$ cat config.mk
export PLATFORM = sky130hd
export DESIGN_NAME = fifo_buffer
export DESIGN_NICKNAME = d
export VERILOG_FILES = /design/src/rtl/fifo_buffer_pkg.sv /design/src/rtl/fifo_buffer_mem.sv /design/src/rtl/fifo_buffer.sv
export SDC_FILE = /design/constraint.sdc
export NUM_CORES = 1
export LEC_CHECK = 0
export ABC_AREA = 1
export CORE_MARGIN = 3
export CORE_UTILIZATION = 30
export DETAILED_ROUTE_END_ITERATION = 6
export PLACE_DENSITY = 0.55
export SLEW_MARGIN = 20
export SYNTH_ARGS = -nofsm -noshare
export SYNTH_HDL_FRONTEND = slang
export SYNTH_SLANG_ARGS = --single-unit
$ cat constraint.sdc
create_clock -name clk -period 2.1 [get_ports clk]
set_clock_uncertainty 0.2 [all_clocks]
set_input_delay 0.42 -clock clk [delete_from_list [all_inputs] [get_ports clk]]
set_output_delay 0.42 -clock clk [all_outputs]
set_load 0.1 [all_outputs]
$ cat src/rtl/fifo_buffer_pkg.sv
// Shared defaults for the demux lane FIFOs: word width, pointer width and fill thresholds.
// The demux imports the same word width so both ends of a lane always agree.
package fifo_buffer_pkg;

  localparam int unsigned DefDataWidth     = 6;
  localparam int unsigned DefAddrWidth     = 2;
  localparam int unsigned DefAlmostFullTh  = 3;
  localparam int unsigned DefAlmostEmptyTh = 1;

  // Encodes which of the two ports completed a transfer in a cycle.
  typedef enum logic [1:0] {
    XferNone  = 2'b00,
    XferRead  = 2'b01,
    XferWrite = 2'b10,
    XferBoth  = 2'b11
  } xfer_e;

endpackage

$ cat src/rtl/fifo_buffer_mem.sv
// Register-array storage for fifo_buffer: enabled synchronous write, registered read with enable.
module fifo_mem #(
  parameter int unsigned DATA_WIDTH = 6,
  parameter int unsigned ADDR_WIDTH = 2
) (
  input  logic                  clk,
  input  logic                  reset,
  input  logic                  wr_en,
  input  logic [ADDR_WIDTH-1:0] wr_addr,
  input  logic [DATA_WIDTH-1:0] wr_data,
  input  logic                  rd_en,
  input  logic [ADDR_WIDTH-1:0] rd_addr,
  output logic [DATA_WIDTH-1:0] rd_data
);

  localparam int unsigned Depth = 2 ** ADDR_WIDTH;

  logic [DATA_WIDTH-1:0] mem_q [Depth];
  logic [DATA_WIDTH-1:0] rd_data_q;

  // Storage is deliberately not reset; only the visible read register is.
  always_ff @(posedge clk) begin
    if (wr_en) begin
      mem_q[wr_addr] <= wr_data;
    end
  end

  always_ff @(posedge clk) begin
    if (reset) begin
      rd_data_q <= '0;
    end else if (rd_en) begin
      rd_data_q <= mem_q[rd_addr];
    end
  end

  assign rd_data = rd_data_q;

endmodule

$ cat src/rtl/fifo_buffer.sv
// Single-clock lane FIFO with registered pop data, fill-level flags and a sticky error flag.
// Pointers, count, flags and error live here; storage is in fifo_mem.
module fifo_buffer
  import fifo_buffer_pkg::*;
#(
  parameter int unsigned DATA_WIDTH      = DefDataWidth,
  parameter int unsigned ADDR_WIDTH      = DefAddrWidth,
  parameter int unsigned ALMOST_FULL_TH  = DefAlmostFullTh,
  parameter int unsigned ALMOST_EMPTY_TH = DefAlmostEmptyTh
) (
  input  logic                  clk,
  input  logic                  reset,
  input  logic [DATA_WIDTH-1:0] data_in,
  input  logic                  push,
  input  logic                  pop,
  output logic [DATA_WIDTH-1:0] data_out,
  output logic                  valid_out,
  output logic [ADDR_WIDTH:0]   count,
  output logic                  full,
  output logic                  empty,
  output logic                  almost_full,
  output logic                  almost_empty,
  output logic                  error
);

  localparam int unsigned       Depth    = 2 ** ADDR_WIDTH;
  localparam logic [ADDR_WIDTH:0]   DepthCnt = Depth[ADDR_WIDTH:0];
  localparam logic [ADDR_WIDTH:0]   AfTh     = ALMOST_FULL_TH[ADDR_WIDTH:0];
  localparam logic [ADDR_WIDTH:0]   AeTh     = ALMOST_EMPTY_TH[ADDR_WIDTH:0];
  localparam logic [ADDR_WIDTH:0]   CntOne   = 1;
  localparam logic [ADDR_WIDTH-1:0] PtrOne   = 1;

  logic [ADDR_WIDTH-1:0] wr_ptr_q, wr_ptr_d;
  logic [ADDR_WIDTH-1:0] rd_ptr_q, rd_ptr_d;
  logic [ADDR_WIDTH:0]   count_q, count_d;
  logic                  valid_q;
  logic                  error_q, error_d;
  logic                  wr_acc, rd_acc;
  logic                  overflow, underflow;
  xfer_e                 xfer;

  // Flags decode only the registered count.
  always_comb begin
    full         = (count_q == DepthCnt);
    empty        = (count_q == '0);
    almost_full  = (count_q >= AfTh);
    almost_empty = (count_q <= AeTh);
  end

  // A pop at full frees the slot the push lands in; a pop at empty never bypasses a push.
  always_comb begin
    wr_acc    = push && (!full || pop);
    rd_acc    = pop && !empty;
    overflow  = push && full && !pop;
    underflow = pop && empty;
    xfer      = xfer_e'({wr_acc, rd_acc});
  end

  always_comb begin
    wr_ptr_d = wr_ptr_q;
    rd_ptr_d = rd_ptr_q;
    count_d  = count_q;
    error_d  = error_q | overflow | underflow;
    if (wr_acc) begin
      wr_ptr_d = wr_ptr_q + PtrOne;
    end
    if (rd_acc) begin
      rd_ptr_d = rd_ptr_q + PtrOne;
    end
    unique case (xfer)
      XferWrite: count_d = count_q + CntOne;
      XferRead:  count_d = count_q - CntOne;
      default:   count_d = count_q;
    endcase
  end

  always_ff @(posedge clk) begin
    if (reset) begin
      wr_ptr_q <= '0;
      rd_ptr_q <= '0;
      count_q  <= '0;
      valid_q  <= 1'b0;
      error_q  <= 1'b0;
    end else begin
      wr_ptr_q <= wr_ptr_d;
      rd_ptr_q <= rd_ptr_d;
      count_q  <= count_d;
      valid_q  <= rd_acc;
      error_q  <= error_d;
    end
  end

  fifo_mem #(
    .DATA_WIDTH(DATA_WIDTH),
    .ADDR_WIDTH(ADDR_WIDTH)
  ) u_mem (
    .clk    (clk),
    .reset  (reset),
    .wr_en  (wr_acc && !reset),
    .wr_addr(wr_ptr_q),
    .wr_data(data_in),
    .rd_en  (rd_acc && !reset),
    .rd_addr(rd_ptr_q),
    .rd_data(data_out)
  );

  assign valid_out = valid_q;
  assign count     = count_q;
  assign error     = error_q;

endmodule
==> results.md, run 1 <==
- Net count reported at finish: 252
- DRT antenna net count: 0
- Vias: 1317
- Clock power share: between 10 and 15%
- CTS Root Buffer Type: clkbuf_8
- CTS Hold Bufs: 0
- F_max: 495 MHz
- Final Setup Violations: 0
- Rel. slew slack: slightly below 70%
- Dpl hpwl: 2780 um
- Routed WL: 3660 um
- Avg WL per Cell: 12.0 um
- Die Wd: about 83 um
- Yosys warns: 0
- Fillers: about 570
- Max_cap viols: 0
- TritonRoute pass-1 iters: 4
- Hold Crit Class: reg2reg
- Sw Pwr: roughly 1.9 mW
- Largest net degree at the start of global routing: 15
- Sequential share of the synthesized area: 57.6%
- Peak supply drop: 994 uV
- CP peak stage delay: 0.36 ns
- Fin crit period: 2.02 ns
- Initial Util: 31.6%
- CP delay by family, top: adder cells
- Initial antenna violation count: 0
- Critical path buffers and inverters: 1
- Worst-case clock buffer depth: 2
- Outcome: finished, final reports clean
- Post-synthesis cell type with the largest combined area: edfxtp_1
- Vias in the first global route: roughly 1300
- Die Area: 6870 um^2
- Clock slew at reported path FFs: 0.09 ns
- Power density over cell area: ~1600 nW/um^2
- Core area: 5610 um^2
- WP data required: 1.48 ns
- CTS Buf Count: 5
- Syn_area_per_cell: around 9.2 um^2
- GR Util All Layers: 11.6%
- Count of different cell masters after synthesis: 16
- Clock sink count: 39
- Residual DRC count: 0
- Rows: 27
- Final Cell Area: 2460 um^2
- Final hold vios: 0
- 1st-iter DRT viols: 88
- Slowest CP cell: dfxtp_4
- Hold Path End: u_mem.rd_data[0]
- Port buffer count: 24
- Yosys reg bits: 39
- CP cell instances: ha_1 > ha_2 > nor2_4 > o21ai_4 > buf_12
- Area grow syn2layout: 38.5%
- Critical path type: reg2out
- Most frequent cells in the layout: 58 x nand2_1, 28 x inv_1, 24 x edfxtp_1
- Syn Inst Count: 193
- Final Max Slew Viols: 0
- Vias per cell: 4.32
- RSZ-0062 raised after global routing: false
- Layout cells sized above 1: 22.3%
- CTS tree: built
- Cells on Worst Hold Path: 2
- P_leak: 1.08 nW
- Pwr Total: 3.92 mW
- Cells taking the most area after synthesis: edfxtp_1 41%, dfxtp_1 17%, nand2_1 12%
- CP endpoint kind: primary output
- Reg area: between 1000 and 1500 um^2
- Most common cell after layout, fill and taps aside: nand2_1
- Startpoint types: register
- Power Internal: 1.98 mW
- # IOs: 25
- GP Congestion: 0.766
- Comb pwr share: 58.8%
- Hold_sp: u_mem.rd_data[0]
- Worst R2R Path Depth: 8
- Reg2reg end: count[2]
- Clock Latency Late Sink: 0.30 ns
- H-tree lvl count: 2
- DP Area: ~2300 um^2
- Tcrit/Tclk final: between 90% and 100%
- GRT Residual Overflow: 0
- Worst setup path start: count[0]
- Worst-path fanout max: 4
- Post-Syn Nets: 213
- Sw Ratio: 49.5%
- Global-route wire length before repair: 6420 um
- ANT cells: 0
- Worst R2R Start: count[1]
- Share of the synthesized area in the top cell type: 40.6%
- Least-Margin Pin Slew: 0.480 ns
- Netlist Area Pre-Place: approximately 1800 um^2
- Sequential Power Share: ~28%
- R2R Setup Slk: between 0.2 and 0.3 ns
- Multi-input logic area: between 600 and 700 um^2
- Critical Path AT: 1.40 ns
- Critical path depth: 5
- Die Span Y: 82.9 um
[state kept, by name (all words and copies together) (netlist names)]
register,count
wr_ptr_q,2
error,1
valid_out,1
rd_ptr_q,2
count,3
u_mem.mem_q,24
u_mem.rd_data,6
[final cells by class]
class / instances / area share [%]
sequential: 39 / 42.0
multi-input combinational: 116 / 26.3
timing repair buffer: 34 / 18.4
inverter: 36 / 5.81
tap: 72 / 3.67
clock buffer: 5 / 2.80
clock inverter: 3 / 0.968
[what timing repair did]
| item | 4_1_cts | 5_1_grt |
|---|---|---|
| gates resized for setup | 2 | 3 |
| setup endpoints to repair | 1 | 2 |
| pin swaps | 0 | 1 |
| setup buffers | 0 | 1 |
[per-stage QoR]
step	utilization [%]	hold WS, ns	worst slack [ns]	setup TNS [ns]	instances
floorplan	-	0.267	0.0204	0	193
global placement	41.6	0.301	-0.0288	-0.184	296
detailed placement	41.6	0.302	-0.0380	-0.193	296
CTS	43.4	0.314	0.0309	0	304
global route	43.8	0.331	0.0142	0	305
finish	43.8	0.312	0.0792	0	305
[worst max-delay path by stage]
stage | to | slack [ns]
finish | almost_full | 0.08
CTS | almost_full | 0.03
global placement | u_mem.mem_q[0][0] | -0.03
global route | almost_empty | 0.01
floorplan | almost_full | 0.02
detailed placement | count[2] | -0.04
[cell usage after synthesis (all sizes together)]
| library cell | instances |
|---|---|
| a21oi | 8 |
| a31oi | 1 |
| buf | 2 |
| dfxtp | 15 |
| edfxtp | 24 |
| ha | 10 |
| inv | 36 |
| nand2 | 60 |
| nand3 | 21 |
| nor2 | 10 |
| o21ai | 5 |
| xor2 | 1 |
[per-layer routing]
metal | wire length, um | track usage, %
met5 | 0 | 0
met4 | 37 | 3.12
met3 | 141 | 3.57
met2 | 1780 | 18.4
met1 | 1700 | 15.3
[tightest hold or removal path: stages, from the launching register on]
cell     delay [ns]
dfxtp_1        0.34
nand3_1        0.08
nand2_1        0.05
[kinds of logic after synthesis]
group,Yosys count,synth area share (%)
AND/OR/NAND/NOR,91,22.5
XOR/XNOR,1,0.494
buffers and inverters,38,8.33
AO/OA/AOI/OAI,14,4.02
adder cells (fa/ha/maj),10,7.06
flip-flops,39,57.6
[power groups by stage]
stage          Sequential (mW)  Combinational [mW]  Clock (mW)
6_report                  1.09                2.31       0.528
3_3_place_gp              1.10                2.25           0
2_1_floorplan             1.56                1.02           0
3_5_place_dp              1.11                2.27           0
4_1_cts                   1.09                2.28       0.535
5_1_grt                   1.11                2.45       0.578
No activity file was read; power rests on OpenSTA's default activity.
==> inputs of run 2 (changes only) <==
--- a/config.mk
+++ b/config.mk
@@ -5,7 +5,6 @@
 export SDC_FILE = /design/constraint.sdc
 export NUM_CORES = 1
 export LEC_CHECK = 0
-export ABC_AREA = 1
 export CORE_MARGIN = 3
 export CORE_UTILIZATION = 30
 export DETAILED_ROUTE_END_ITERATION = 6
==> run 2 against run 1 <==
Effect of this change: final cell count decreased by 22%; hold slack got worse by 0.025 ns; highest routed layer unchanged; register-to-register slack got worse by 0.03 ns; largest cell class unchanged; total power decreased by 5.4%; via count decreased by 14%; routed wire length decreased by 11%; sequential share of layout area increased by 0.79 points; synthesized area decreased by 2.6%; critical path type unchanged; critical path depth unchanged.
==> results.md, run 2 <==
- Residual DRC count: 0
- Area grow syn2layout: 39.6%
- Global-route wire length before repair: 5320 um
- Worst-case clock buffer depth: 2
- Syn_area_per_cell: 12.9 um^2
- Final Max Slew Viols: 0
- Cells taking the most area after synthesis: edfxtp_1 42%, dfxtp_1 17%, mux4_1 9.1%
- Routed WL: 3240 um
- Crit-path most repeated cell: ha_1
- Max_cap viols: 0
- TritonRoute pass-1 iters: 4
- Peak supply drop: ~900 uV
- DR top layer: met4
- GR Util All Layers: 10.8%
- GP Congestion: 0.756
- Die Span Y: 81.9 um
- Clock sink count: 39
- Most common cell after layout, fill and taps aside: edfxtp_1
- Final Setup Violations: 0
- Die Wd: 81.9 um
- Post-Syn Nets: 154
- P_leak: 0.892 nW
- Outcome: finished, final reports clean
- CTS Root Buffer Type: clkbuf_8
- CTS tree: built
- Main synth FF type: edfxtp_1
- Tcrit/Tclk final: 96.0%
- Yosys warns: 0
- Power density over cell area: 1540 nW/um^2
- Post-synthesis cell type with the largest combined area: edfxtp_1
- Least-Margin Pin Slew: 0.417 ns
- R2R Setup Slk: roughly 0.22 ns
- Top-count cell post-synth: edfxtp_1
- Wire length on met2: approximately 1600 um
- Hold Crit Class: reg2reg
- Most flop-heavy register: u_mem.mem_q
- H-tree lvl count: 2
- Net count reported at finish: 186
- 1st-iter DRT viols: 52
- Post-synth EDFFs: 24
- Worst-path fanout max: 5
- DRT antenna net count: 0
- Clock slew at reported path FFs: 0.08 ns
- Yosys reg bits: 39
- Dpl hpwl: 2360 um
- Vias: 1128
- Initial Util: 32.4%
- Core area: 5340 um^2
- TNS Setup: 0 ns
- WP data required: 1.48 ns
- Post-synth ARST share: 0%
- Slowest CP cell: dfxtp_4
- # IOs: 25
- Clock Latency Late Sink: 0.29 ns
- Count of different cell masters after synthesis: 28
- Port buffer count: 24
- Initial antenna violation count: 0
- CP cell instances: ha_1 > ha_1 > nor2_2 > o21ai_2 > buf_12
- Utilization after layout: between 40% and 50%
- Final hold vios: 0
- Met1 WL: around 1500 um
- CTS Buf Count: 5
- CP peak stage delay: ~0.38 ns
- Critical Path AT: 1.40 ns
- Netlist Area Pre-Place: 1730 um^2
- Syn Inst Count: 134
- Critical path type: reg2out
- GRT Residual Overflow: 0
- Fin crit period: between 2 and 2.5 ns
- Rows: 26
- Hold_ws: 0.287 ns
- Vias per cell: 4.76
- Met3 WL: 154 um
- Most frequent cells in the layout: 24 x edfxtp_1, 14 x buf_12, 13 x a21oi_1
- Largest net degree at the start of global routing: 14
- Share of the synthesized area in the top cell type: a little over two fifths
- Rel. slew slack: 72.2%
- Die Area: 6700 um^2
- F_max: 496 MHz
- Synth top cells by count: 24 x edfxtp_1, 15 x dfxtp_1, 13 x a21oi_1
- Vias in the first global route: roughly 1100
- Startpoint types: register
- Sequential share of the synthesized area: 59.1%
- CP endpoint kind: primary output
- ANT cells: 0
- Max FFs per register: 24
- Layout cells sized above 1: between 30% and 40%
- Pwr Total: around 3.7 mW
- Avg WL per Cell: 13.7 um
- RSZ-0062 raised after global routing: false
run 2: cell count changes after synthesis, moves of 4 or more:
cell,delta
a21oi_1,+5
clkbuf_1,+4
inv_1,-24
mux4_1,+6
nand2_1,-57
nand3_1,-12
nor3b_1,+4
o21ai_0,+7
run 2: repair_timing:
| item | CTS | global route |
|---|---|---|
| setup buffers | 0 | 0 |
| hold buffers | 0 | 0 |
| endpoints found under the setup margin | 0 | 1 |
| hold endpoints to repair | 0 | 0 |
| gates resized for setup | 0 | 1 |
run 2: layout make-up:
| class | instances | area [um^2] |
|---|---|---|
| clock buffer | 5 | 68.8 |
| clock inverter | 3 | 43.8 |
| fill | 489 | 2920 |
| inverter | 10 | 42.5 |
| multi-input combinational | 76 | 683 |
| sequential | 39 | 1030 |
| tap | 70 | 87.6 |
| timing repair buffer | 34 | 453 |
run 2: critical path, delay by kind of cell, from the launching register on:
| kind | cells | cell delay (ns) |
|---|---|---|
| AO/OA/AOI/OAI | 1 | 0.08 |
| adder cells (fa/ha/maj) | 2 | 0.38 |
| buffers and inverters | 1 | 0.16 |
| flip-flops | 1 | 0.38 |
| AND/OR/NAND/NOR | 1 | 0.09 |
run 2: cell families after synthesis:
logic type	count (synthesis)	synth area share, %
adders and majority gates	10	7.25
buffers and inverters	19	4.93
DFF	39	59.1
xor gates and xnor gates	2	1.01
AOI/OAI and AO/OA	28	8.55
and+or+nand+nor	30	10.0
muxes	6	9.13
run 2: where the power goes:
part           total (mW)  switching, mW  internal (mW)
registers            1.06          0.135          0.922
logic                2.04           1.29          0.748
clock network       0.613          0.259          0.354
run 2: per-layer routing:
metal,global-route usage [%],vias to the layer above
li1,-,552
met3,3.95,5
met5,0,-
met2,16.6,21
met4,3.49,0
met1,14.0,550
run 2: final timing paths:
check,end,cells after the start,start
worst min-delay path,error,2,error
worst min register to register,error,2,error
worst max register to register,count[1],8,count[0]
worst max-delay path,almost_full,5,count[0]
run 2: through the flow:
| step | setup WS (ns) | std cells | cell area [um^2] |
|---|---|---|---|
| floorplan | -0.0436 | 134 | 1820 |
| global placement | -0.0516 | 229 | 2300 |
| detailed placement | -0.0940 | 229 | 2300 |
| CTS | 0.0289 | 237 | 2410 |
| global route | 0.00239 | 237 | 2410 |
| finish | 0.0842 | 237 | 2410 |
==> inputs of run 3 (changes only) <==
--- a/config.mk
+++ b/config.mk
@@ -8,7 +8,6 @@
 export CORE_MARGIN = 3
 export CORE_UTILIZATION = 30
 export DETAILED_ROUTE_END_ITERATION = 6
-export PLACE_DENSITY = 0.55
 export SLEW_MARGIN = 20
 export SYNTH_ARGS = -nofsm -noshare
 export SYNTH_HDL_FRONTEND = slang
==> run 3 against run 2 <==
Effect of this change: sequential power hardly changed; largest power group unchanged; combinational power hardly changed; via count is 0.53% higher; design area is 0.10% lower; global-route usage is 0.61 points higher; critical path depth stayed put; routed wire length is 5.5% higher; sequential cell count stayed put; core utilization hardly changed; first-iteration DRC count is 110% higher.
==> results.md, run 3 (synthesis gave the netlist of run 2 again) <==
- Net count reported at finish: 185
- Final hold vios: 0
- Worst setup path start: count[0]
- CP endpoint kind: primary output
- Final Setup Violations: 0
- Core area: 5340 um^2
- Critical path type: reg2out
- Crit-path most repeated cell: ha_1
- Layout cells sized above 1: a little under a third
- CTS Buf Count: 5
- H-tree lvl count: 2
- Clock sink count: 39
- CTS Root Buffer Type: clkbuf_8
- Die Wd: 81.9 um
- Worst-path fanout max: 5
- Largest net degree at the start of global routing: 16
- GP Congestion: between 0.7 and 0.8
- Fillers: 495
- Outcome: finished, final reports clean
- RSZ-0062 raised after global routing: false
- CP delay by family, top: flip-flops
- Fin crit period: between 1.5 and 2 ns
- CP peak stage delay: roughly 0.38 ns
- ANT cells: 0
- Rows: 26
- Clock slew at reported path FFs: 0.07 ns
- Vias per cell: 4.81
- F_max: roughly 500 MHz
- Routed WL: 3420 um
- Max FFs per register: 24
- Initial antenna violation count: 0
- Most flop-heavy register: u_mem.mem_q
- Dpl hpwl: 2440 um
- Vias: 1134
- Final Max Slew Viols: 0
- Area grow syn2layout: 39.5%
- GR Util All Layers: approximately 11%
- Post-Place Worst Slack: -0.0740 ns
- Critical path buffers and inverters: 1
- Tcrit/Tclk final: 95.2%
- GRT Residual Overflow: 0
- Peak supply drop: 771 uV
- Least-Margin Pin Slew: 0.469 ns
- CP cell instances: ha_1 > ha_1 > nor2_2 > o21ai_2 > buf_12
- Post-CTS Setup Bufs: 0
- Utilization after layout: 45.1%
- WP data required: between 1 and 1.5 ns
- Die Area: between 6000 and 7000 um^2
- 1st-iter DRT viols: 109
- TNS Setup: 0 ns
- Power density over cell area: 1560 nW/um^2
- Global-route wire length before repair: 5600 um
- Startpoint types: register
- Clock Latency Late Sink: about 0.30 ns
- # IOs: 25
- Hold Crit Class: reg2reg
- Max_cap viols: 0
- Initial Util: around a third
- Hold_sp: error
- Die Span Y: 81.9 um
- TritonRoute pass-1 iters: 4
- Rel. slew slack: between 60% and 70%
- P_leak: 0.885 nW
- Residual DRC count: 0
- Most common cell after layout, fill and taps aside: edfxtp_1
- DRT antenna net count: 0
- CTS tree: built
- Port buffer count: 24
- Final worst-path setup slack: 0.101 ns
- Worst-case clock buffer depth: 2
- Vias in the first global route: approximately 1200
- Pwr Total: 3.75 mW
- Critical Path AT: roughly 1.4 ns
- Avg WL per Cell: about 14 um
- Slowest CP cell: dfxtp_4
- Most frequent cells in the layout: 24 x edfxtp_1, 14 x buf_12, 13 x a21oi_1
- Worst R2R Start: count[0]
## run 3: cell types whose count changed in the layout (fill, tap and decap cells not counted)
cell / previous run / this run
clkinv_4: 1 / 0
inv_2: 2 / 1
clkinv_2: 1 / 0
inv_4: 2 / 3
buf_4: 11 / 10
clkinvlp_4: 0 / 1
inv_6: 0 / 1
## run 3: per-layer routing
| metal | up-vias | global-route usage (%) | share of wire (%) |
|---|---|---|---|
| li1 | 551 | - | - |
| met4 | 0 | 6.81 | 2.5 |
| met1 | 542 | 13.4 | 44 |
| met2 | 31 | 17.9 | 48 |
| met3 | 10 | 3.95 | 5.2 |
| met5 | - | 0 | 0 |
## run 3: cell type report
class,instances,area (um^2),share of cell area (%)
repair buffers,33,445,18.5
multi-input cells,76,683,28.4
clock inverters,3,46.3,1.92
clock buffers,5,68.8,2.86
well taps,70,87.6,3.64
inverters,10,45.0,1.87
flip-flops and latches,39,1030,42.9
## run 3: final timing paths
| kind | to | slack (ns) | cells after the start |
|---|---|---|---|
| hold reg to reg | error | 0.29 | 2 |
| hold / removal | error | 0.29 | 2 |
| setup reg to reg | count[2] | 0.22 | 8 |
| setup / recovery | almost_full | 0.10 | 5 |
## run 3: report_power, final
| part | internal [mW] | switching (mW) | leakage, nW | total (mW) |
|---|---|---|---|---|
| Sequential | 0.922 | 0.141 | 0.343 | 1.06 |
| Clock | 0.358 | 0.274 | 0.0548 | 0.631 |
| Combinational | 0.754 | 1.31 | 0.488 | 2.06 |
| Total | 2.03 | 1.72 | 0.885 | 3.75 |
## run 3: timing repair
item                       CTS  global route
setup endpoints to repair    0             2
gates resized for setup      0             2
hold buffers                 0             0
## run 3: per-stage QoR
stage               hold slack (ns)  instances  cell area (um^2)
floorplan                     0.284        134              1820
global placement              0.270        228              2290
detailed placement            0.281        228              2290
CTS                           0.292        236              2400
global route                  0.329        236              2410
finish                        0.289        236              2410
## run 3: worst register-to-register path, cell delays in order, from the launching register on
cell	delay [ns]
dfxtp_4	0.40
inv_4	0.06
ha_4	0.17
nand3b_1	0.14
nand2_1	0.21
ha_4	0.23
and3b_1	0.15
o21bai_1	0.12
a21oi_1	0.07
